File: src/rtl/vram_scanout.sv
// rtl/vram_scanout.sv - VRAM scanout stage: owns the VRAM port, delays syncs to match
// read latency, and defers queued CPU writes to blanking cycles.
module vram_scanout #(
  parameter int                ADDR_W      = 16,
  parameter int                DATA_W      = 8,
  parameter int                RD_LAT      = 1,
  parameter int                FIFO_DEPTH  = 4,
  parameter logic [DATA_W-1:0] BLANK_COLOR = 8'h00,
  parameter logic              SYNC_IDLE   = 1'b1
) (
  input  logic                          CLK,
  input  logic                          RST,
  input  logic                          HSYNC_IN,
  input  logic                          VSYNC_IN,
  input  logic                          OE_IN,
  input  logic [ADDR_W-1:0]             ADDR_IN,
  input  logic                          WR_VALID,
  output logic                          WR_READY,
  input  logic [ADDR_W-1:0]             WR_ADDR,
  input  logic [DATA_W-1:0]             WR_DATA,
  output logic [ADDR_W-1:0]             MEM_ADDR,
  output logic                          MEM_WE,
  output logic [DATA_W-1:0]             MEM_WDATA,
  input  logic [DATA_W-1:0]             MEM_RDATA,
  output logic                          HSYNC,
  output logic                          VSYNC,
  output logic [DATA_W-1:0]             PIXEL,
  output logic                          PIX_VALID,
  output logic [$clog2(FIFO_DEPTH):0]   FIFO_LEVEL
);

  localparam int PTR_W = $clog2(FIFO_DEPTH);
  localparam int LVL_W = PTR_W + 1;

  logic [ADDR_W-1:0] fifo_addr [FIFO_DEPTH];
  logic [DATA_W-1:0] fifo_data [FIFO_DEPTH];
  logic [PTR_W-1:0]  wr_ptr;
  logic [PTR_W-1:0]  rd_ptr;
  logic [LVL_W-1:0]  level;
  logic              push;
  logic              pop;

  // Stage i carries what was sampled i+1 edges ago; the output register adds the last edge.
  logic [RD_LAT:0]   oe_d;
  logic [RD_LAT:0]   hs_d;
  logic [RD_LAT:0]   vs_d;

  assign WR_READY   = (level != LVL_W'(FIFO_DEPTH));
  assign FIFO_LEVEL = level;
  assign push       = WR_VALID & WR_READY;
  assign pop        = ~OE_IN & (level != '0);

  always_ff @(posedge CLK) begin
    if (push) begin
      fifo_addr[wr_ptr] <= WR_ADDR;
      fifo_data[wr_ptr] <= WR_DATA;
    end
  end

  always_ff @(posedge CLK or negedge RST) begin
    if (!RST) begin
      wr_ptr <= '0;
      rd_ptr <= '0;
      level  <= '0;
    end else begin
      if (push) wr_ptr <= wr_ptr + PTR_W'(1);
      if (pop)  rd_ptr <= rd_ptr + PTR_W'(1);
      case ({push, pop})
        2'b10:   level <= level + LVL_W'(1);
        2'b01:   level <= level - LVL_W'(1);
        default: level <= level;
      endcase
    end
  end

  // Scanout wins the port outright; writes only drain while OE_IN is low.
  always_ff @(posedge CLK or negedge RST) begin
    if (!RST) begin
      MEM_ADDR  <= '0;
      MEM_WE    <= 1'b0;
      MEM_WDATA <= '0;
    end else if (OE_IN) begin
      MEM_ADDR  <= ADDR_IN;
      MEM_WE    <= 1'b0;
    end else if (pop) begin
      MEM_ADDR  <= fifo_addr[rd_ptr];
      MEM_WDATA <= fifo_data[rd_ptr];
      MEM_WE    <= 1'b1;
    end else begin
      MEM_WE    <= 1'b0;
    end
  end

  always_ff @(posedge CLK or negedge RST) begin
    if (!RST) begin
      oe_d <= '0;
      hs_d <= {(RD_LAT+1){SYNC_IDLE}};
      vs_d <= {(RD_LAT+1){SYNC_IDLE}};
    end else begin
      oe_d <= {oe_d[RD_LAT-1:0], OE_IN};
      hs_d <= {hs_d[RD_LAT-1:0], HSYNC_IN};
      vs_d <= {vs_d[RD_LAT-1:0], VSYNC_IN};
    end
  end

  always_ff @(posedge CLK or negedge RST) begin
    if (!RST) begin
      PIXEL     <= BLANK_COLOR;
      PIX_VALID <= 1'b0;
      HSYNC     <= SYNC_IDLE;
      VSYNC     <= SYNC_IDLE;
    end else begin
      PIXEL     <= oe_d[RD_LAT] ? MEM_RDATA : BLANK_COLOR;
      PIX_VALID <= oe_d[RD_LAT];
      HSYNC     <= hs_d[RD_LAT];
      VSYNC     <= vs_d[RD_LAT];
    end
  end

endmodule

File: config.mk
export PLATFORM = sky130hd
export DESIGN_NAME = vram_scanout
export DESIGN_NICKNAME = d
export VERILOG_FILES = /design/src/rtl/vram_scanout.sv
export SDC_FILE = /design/constraint.sdc
export NUM_CORES = 1
export LEC_CHECK = 0
export CAP_MARGIN = 15
export CORE_UTILIZATION = 45
export CTS_BUF_LIST = sky130_fd_sc_hd__clkbuf_4
export CTS_CLUSTER_SIZE = 30
export DETAILED_ROUTE_END_ITERATION = 10
export MAX_ROUTING_LAYER = met4
export PLACE_DENSITY_LB_ADDON = 0.1
export SETUP_SLACK_MARGIN = 0.3
export SLEW_MARGIN = 20
export SYNTH_ARGS = -nofsm -noshare
export SYNTH_HDL_FRONTEND = slang
export SYNTH_SLANG_ARGS = --single-unit
File: constraint.sdc
create_clock -name CLK -period 3.68 [get_ports CLK]
set_input_delay 0.736 -clock CLK [delete_from_list [all_inputs] [get_ports CLK]]
set_output_delay 0.736 -clock CLK [all_outputs]
set_load 0.01 [all_outputs]
=== After elaboration in Yosys (flattened, before gate mapping) ===
Memories as Yosys holds them, arrays and structs flattened. A register that Yosys moved wholly into a read port is not among the register bits.
Cells that the tools add are included.

* Flip-flop bits (word level): 41
* Bits in writable memories: 96
* Input port bits: 54
* Output and inout port bits: 40
* Logic and storage cells: 37
* Memories kept: 2

* Add/sub/neg operators: 4
* Equality and inequality tests: 3
* Multiplexer cells: 8
* Bitwise logic cells: 3
* Reduce and logical (&&, ||, !) cells: 5

{| class="wikitable"
|+ Memories
! name !! words !! bits a word !! read ports !! clocked after memory_dff !! write ports !! line !! RTL
|-
| fifo_addr || 4 || 16 || 1 || 0 || 1 || 35 || <nowiki>logic [ADDR_W-1:0] fifo_addr [FIFO_DEPTH];</nowiki>
|-
| fifo_data || 4 || 8 || 1 || 1 || 1 || 36 || <nowiki>logic [DATA_W-1:0] fifo_data [FIFO_DEPTH];</nowiki>
|}

{| class="wikitable"
|+ Operator list
! operator !! count
|-
| $mux W16 || 2
|-
| $mux W8 || 1
|-
| $pmux W3 S2 || 1
|-
| $add A2 B1 Y2 const B || 2
|-
| $mux W1 || 4
|-
| $reduce_bool A2 Y1 || 2
|-
| $add A3 B1 Y3 const B || 1
|-
| $ne A3 B3 Y1 const B || 1
|-
| $reduce_bool A3 Y1 || 1
|-
| $sub A3 B1 Y3 const B || 1
|-
| $and A1 B1 Y1 || 2
|-
| $eq A2 B1 Y1 const B || 1
|-
| $eq A2 B2 Y1 const B || 1
|-
| $reduce_and A2 Y1 || 1
|-
| $logic_not A1 Y1 || 1
|-
| $not A1 Y1 || 1
|}

=== Depth between registers and ports, before layout ===
* Depth in word-level cells: 4
* Gate-level depth with buffers: 10
* Depth with buffers taken out: 9

=== Least setup slack after synthesis ===
OpenSTA, ideal clock, no wires.

* Path type: input -> register
* From: in OE_IN
* To: reg level[2] (netlist: FIFO_LEVEL[2])
* Arrival: 2.214 ns
* Data required time: 3.601 ns
* Setup slack: 1.387 ns
* Cell stages on the path: 9
* Path through: or2_1 > buf_4 > inv_4 > ha_1 > inv_1 > fa_1 > xor2_1 > nor2_1 > xor2_1

* Longest elaborated chain between the ends: 4
* Elaborated cells on any way between the ends: 6
* Those cells by class: eq/ne (2); mux (1); bitwise (2); reduce/logical (1)

{| class="wikitable"
|+ RTL lines
! element !! line !! RTL
|-
| start: declaration || 15 || <nowiki>input logic OE_IN,</nowiki>
|-
| $not A1 Y1 (no source line) * || -- ||
|-
| $and A1 B1 Y1 * || 51 || <nowiki>assign pop = ~OE_IN & (level != '0);</nowiki>
|-
| net pop || 41 || <nowiki>logic pop;</nowiki>
|-
| $eq A2 B1 Y1 or $eq A2 B2 Y1 (tied branches) || 68 || <nowiki>case ({push, pop})</nowiki>
|-
| $pmux W3 S2 or $reduce_bool A2 Y1 (tied branches) || -- ||
|-
| end signal: assignment || 69 || <nowiki>2'b10: level <= level + LVL_W'(1);</nowiki>
|-
| end signal: assignment || 70 || <nowiki>2'b01: level <= level - LVL_W'(1);</nowiki>
|-
| end signal: assignment || 71 || <nowiki>default: level <= level;</nowiki>
|-
| end: declaration || 39 || <nowiki>logic [LVL_W-1:0] level;</nowiki>
|}

The timed path passes the listed nets; every way through them passes the cells marked *.
A chain may end at the register's enable or synchronous reset.

=== Worst setup path in the final report ===
* From: reg level[0] (netlist: FIFO_LEVEL[0])
* To: out WR_READY

* Longest elaborated chain between the ends: 1

{| class="wikitable"
|+ RTL lines
! element !! line !! RTL
|-
| $ne A3 B3 Y1 || 48 || <nowiki>assign WR_READY = (level != LVL_W'(FIFO_DEPTH));</nowiki>
|-
| end: declaration || 18 || <nowiki>output logic WR_READY,</nowiki>
|}

No other way between the ends.

==> results.py <==
metrics = {
    "timing": {
        "rsz0062_at_grt": "false",
        "setup_viol": 0,
        "slew_viol_final": 0,
        "final.period_utilization_pct": 72.76,
        "finalHoldViolCount": 0,
        "worst_pin_slew_ps": 850.0,
        "fmax_mhz": 373.5,
        "tns_ps": 0,
        "finalClockSkew_ps": 15.73,
        "period_needed_ps": 2677,
        "relSlewSlack_pct": 43.33,
    },
    "critical_path": {
        "crit_chain": "or3b_4 -> clkdlybuf4s50_1",
        "r2r-start": "FIFO_LEVEL[0]",
        "ff2ff_setup_slack_ps": 1330,
        "crit_type": "flip-flop to output pin",
        "slowest_delay_ps": 490,
        "crit_fanout": 6,
        "slowest_stage": "clkdlybuf4s50_1",
        "endpoint_kind": "output pin",
        "rr_endpoint": "FIFO_LEVEL[2]",
        "critPathRequiredTime_ps": 2940,
        "cp.arrival_ps": 1940,
        "r2r_cells": 10,
        "cp-start-kind": "flip-flop",
    },
    "run_status": {
        "outcome": "completed",
    },
    "synthesis": {
        "ys_warn_count": 0,
        "ys_seq_area_share_pct": 74.87,
        "synthCells": 266,
        "syn_area_per_cell_um2": 20.67,
        "ys_ff_latch": 145,
        "syn_area_um2": 5498,
        "syn_nets": 326,
        "synth_cell_types": 32,
    },
    "floorplanning": {
        "dieArea_um2": 12660,
        "io_pins": 94,
        "core_area_um2": 11960,
        "die_w_um": 112.5,
        "start_util_pct": 45.96,
        "rows": 40,
        "die_height_um": 112.5,
    },
    "clock_tree": {
        "postCtsSetupRepairBufs": 0,
        "h-tree-depth": 4,
        "clock_latency_ps": 530,
        "clock-sinks": 145,
        "post_cts_resized": 0,
        "cts_buffer_depth": 2,
        "cts_hold_buffers": 0,
        "cts-root-buf": "clkbuf_4",
        "cts_made_buffers": 17,
        "cts_tree": "done",
        "clk_pin_slew_worst_paths_ps": 120,
    },
    "route": {
        "num_vias": 2775,
        "drc": 0,
        "drt-pass1-iter-count": 4,
        "initialDrtViolationCount": 130,
        "final_antenna_net_count": 0,
        "drt-total-wl_um": 10100,
        "routedWlPerCell_um": 18.84,
        "vias_per_cell": 5.177,
    },
    "global_routing": {
        "grt.overflow.total": 0,
        "grt_pass1_vias": 2889,
        "grt_use_total_pct": 18.02,
        "antenna_found_initial": 0,
        "grt_max_degree": 35,
        "grt_pass1_wl_um": 15860,
    },
    "power_and_ir_drop": {
        "power_density_nw_per_um2": 680.7,
        "vdd_drop_max_v": 0.0003297,
        "p_leak_uw": 0.002524,
    },
    "cells_and_area": {
        "drive_gt1_share_pct": 21.08,
        "stdcell_count": 536,
        "n_antenna_cell": 0,
        "area_growth_pct": 24.31,
        "nNetsFinal": 436,
    },
    "placed_design": {
        "port_buffers": 93,
        "placed_cells": 504,
        "hpwl_um": 6172,
        "gp_congestion": 0.6688,
    },
    "flow_run": {
        "maxCapViolCount": 0,
    },
    "hold_path": {
        "hold_class": "primary input to async pin",
    },
}
## power breakdown
group / switching, uW / internal (uW)
Combinational: 580 / 820
Clock: 527 / 335
Sequential: 241 / 2150
Total: 1350 / 3300
## cells by family after synthesis
family | share of synthesized area (%)
and+or+nand+nor | 3.710
buffers and inverters | 2.344
DFF | 74.87
adders and majority gates | 1.502
xor gates and xnor gates | 0.9560
AOI/OAI and AO/OA | 3.391
muxes | 13.22
## flip-flops by register name, summed over array words and instances (netlist names)
signal,flops
MEM_WDATA,8
wr_ptr,2
fifo_data,32
vs_d,2
oe_d,2
PIXEL,8
HSYNC,1
fifo_addr,64
PIX_VALID,1
VSYNC,1
FIFO_LEVEL,3
MEM_WE,1
rd_ptr,2
MEM_ADDR,16
hs_d,2
## critical path: cells and delay by family, from the launching register on
kind	cells	cell delay (ps)
buf+inv	1	490
flops	1	460
simple gates	1	460
## layer usage
metal  wire length (um)  track usage [%]  vias to the layer above
met4                168            7.467                        0
met3                495            5.238                       18
met2               4809            27.91                       81
li1                   -                -                     1267
met1               4624            22.38                     1409
met5                  0                -                        -
## placed cells by master, fill, tap and decap left out, drive strengths merged
| cell type | count |
|---|---|
| clkdlybuf4s50 | 92 |
| bufinv | 1 |
| ha | 5 |
| clkinv | 8 |
| o21ai | 5 |
| or2 | 1 |
| mux2 | 9 |
| mux2i | 1 |
| dfstp | 6 |
| o221a | 11 |
| nor4 | 1 |
| and2 | 9 |
| clkinvlp | 4 |
| dfrtp | 43 |
| xnor2 | 3 |
| nor3b | 1 |
| buf | 10 |
| nor2 | 1 |
| or3b | 1 |
| a22oi | 5 |
| clkbuf | 19 |
| nand2b | 12 |
| edfxtp | 96 |
| xor2 | 3 |
| inv | 12 |
| and3 | 4 |
| mux4 | 24 |
| nor3 | 1 |
| fa | 1 |
## cells in the mapped netlist (all sizes together)
| cell type | instances | area share [%] |
|---|---|---|
| or3b | 1 | 0.20 |
| and3 | 4 | 0.46 |
| dfstp | 6 | 2.9 |
| nor4 | 1 | 0.11 |
| nor3 | 1 | 0.18 |
| o21ai | 5 | 0.46 |
| mux4 | 24 | 11 |
| nor3b | 1 | 0.14 |
| xor2 | 3 | 0.48 |
| and2 | 9 | 1.1 |
| o221a | 11 | 2.3 |
| nand2b | 12 | 1.4 |
| clkbuf | 3 | 0.20 |
| xnor2 | 3 | 0.48 |
| mux2i | 1 | 0.18 |
| mux2 | 9 | 2.5 |
| buf | 8 | 1.3 |
| edfxtp | 96 | 52 |
| dfrtp | 43 | 20 |
| fa | 1 | 0.36 |
| nor2 | 1 | 0.068 |
| ha | 5 | 1.1 |
| inv | 12 | 0.86 |
| or2 | 1 | 0.11 |
| a22oi | 5 | 0.68 |
## final cells by class
type / instances / area, um^2
tap: 147 / 183.9
clock buffer: 19 / 142.6
inverter: 12 / 47.55
fill: 979 / 5127
timing repair buffer: 102 / 993.5
clock inverter: 13 / 96.34
multi-input combinational: 98 / 1252
sequential: 145 / 4118
## through the flow
stage	power, uW	hold slack (ps)	setup slack, ps	instance area, um^2	util [%]
floorplan	3261	331.2	1387	5498	-
global placement	3837	335.9	765.6	6595	55.14
detailed placement	3864	337.9	703.3	6595	55.14
CTS	4731	252.3	949.6	6834	57.13
global route	4912	284.5	915.7	6834	57.13
finish	4652	267.0	1003	6834	57.13
## worst max-delay path by stage
stage	startpoint	end	slack, ps	cells past startpoint
CTS	FIFO_LEVEL[2]	WR_READY	950	2
global route	FIFO_LEVEL[0]	WR_READY	920	2
global placement	OE_IN	FIFO_LEVEL[2]	770	10
floorplan	OE_IN	FIFO_LEVEL[2]	1390	9
finish	FIFO_LEVEL[0]	WR_READY	1000	2
detailed placement	OE_IN	FIFO_LEVEL[2]	700	10
Note: power is estimated with default switching activity, not from simulation.
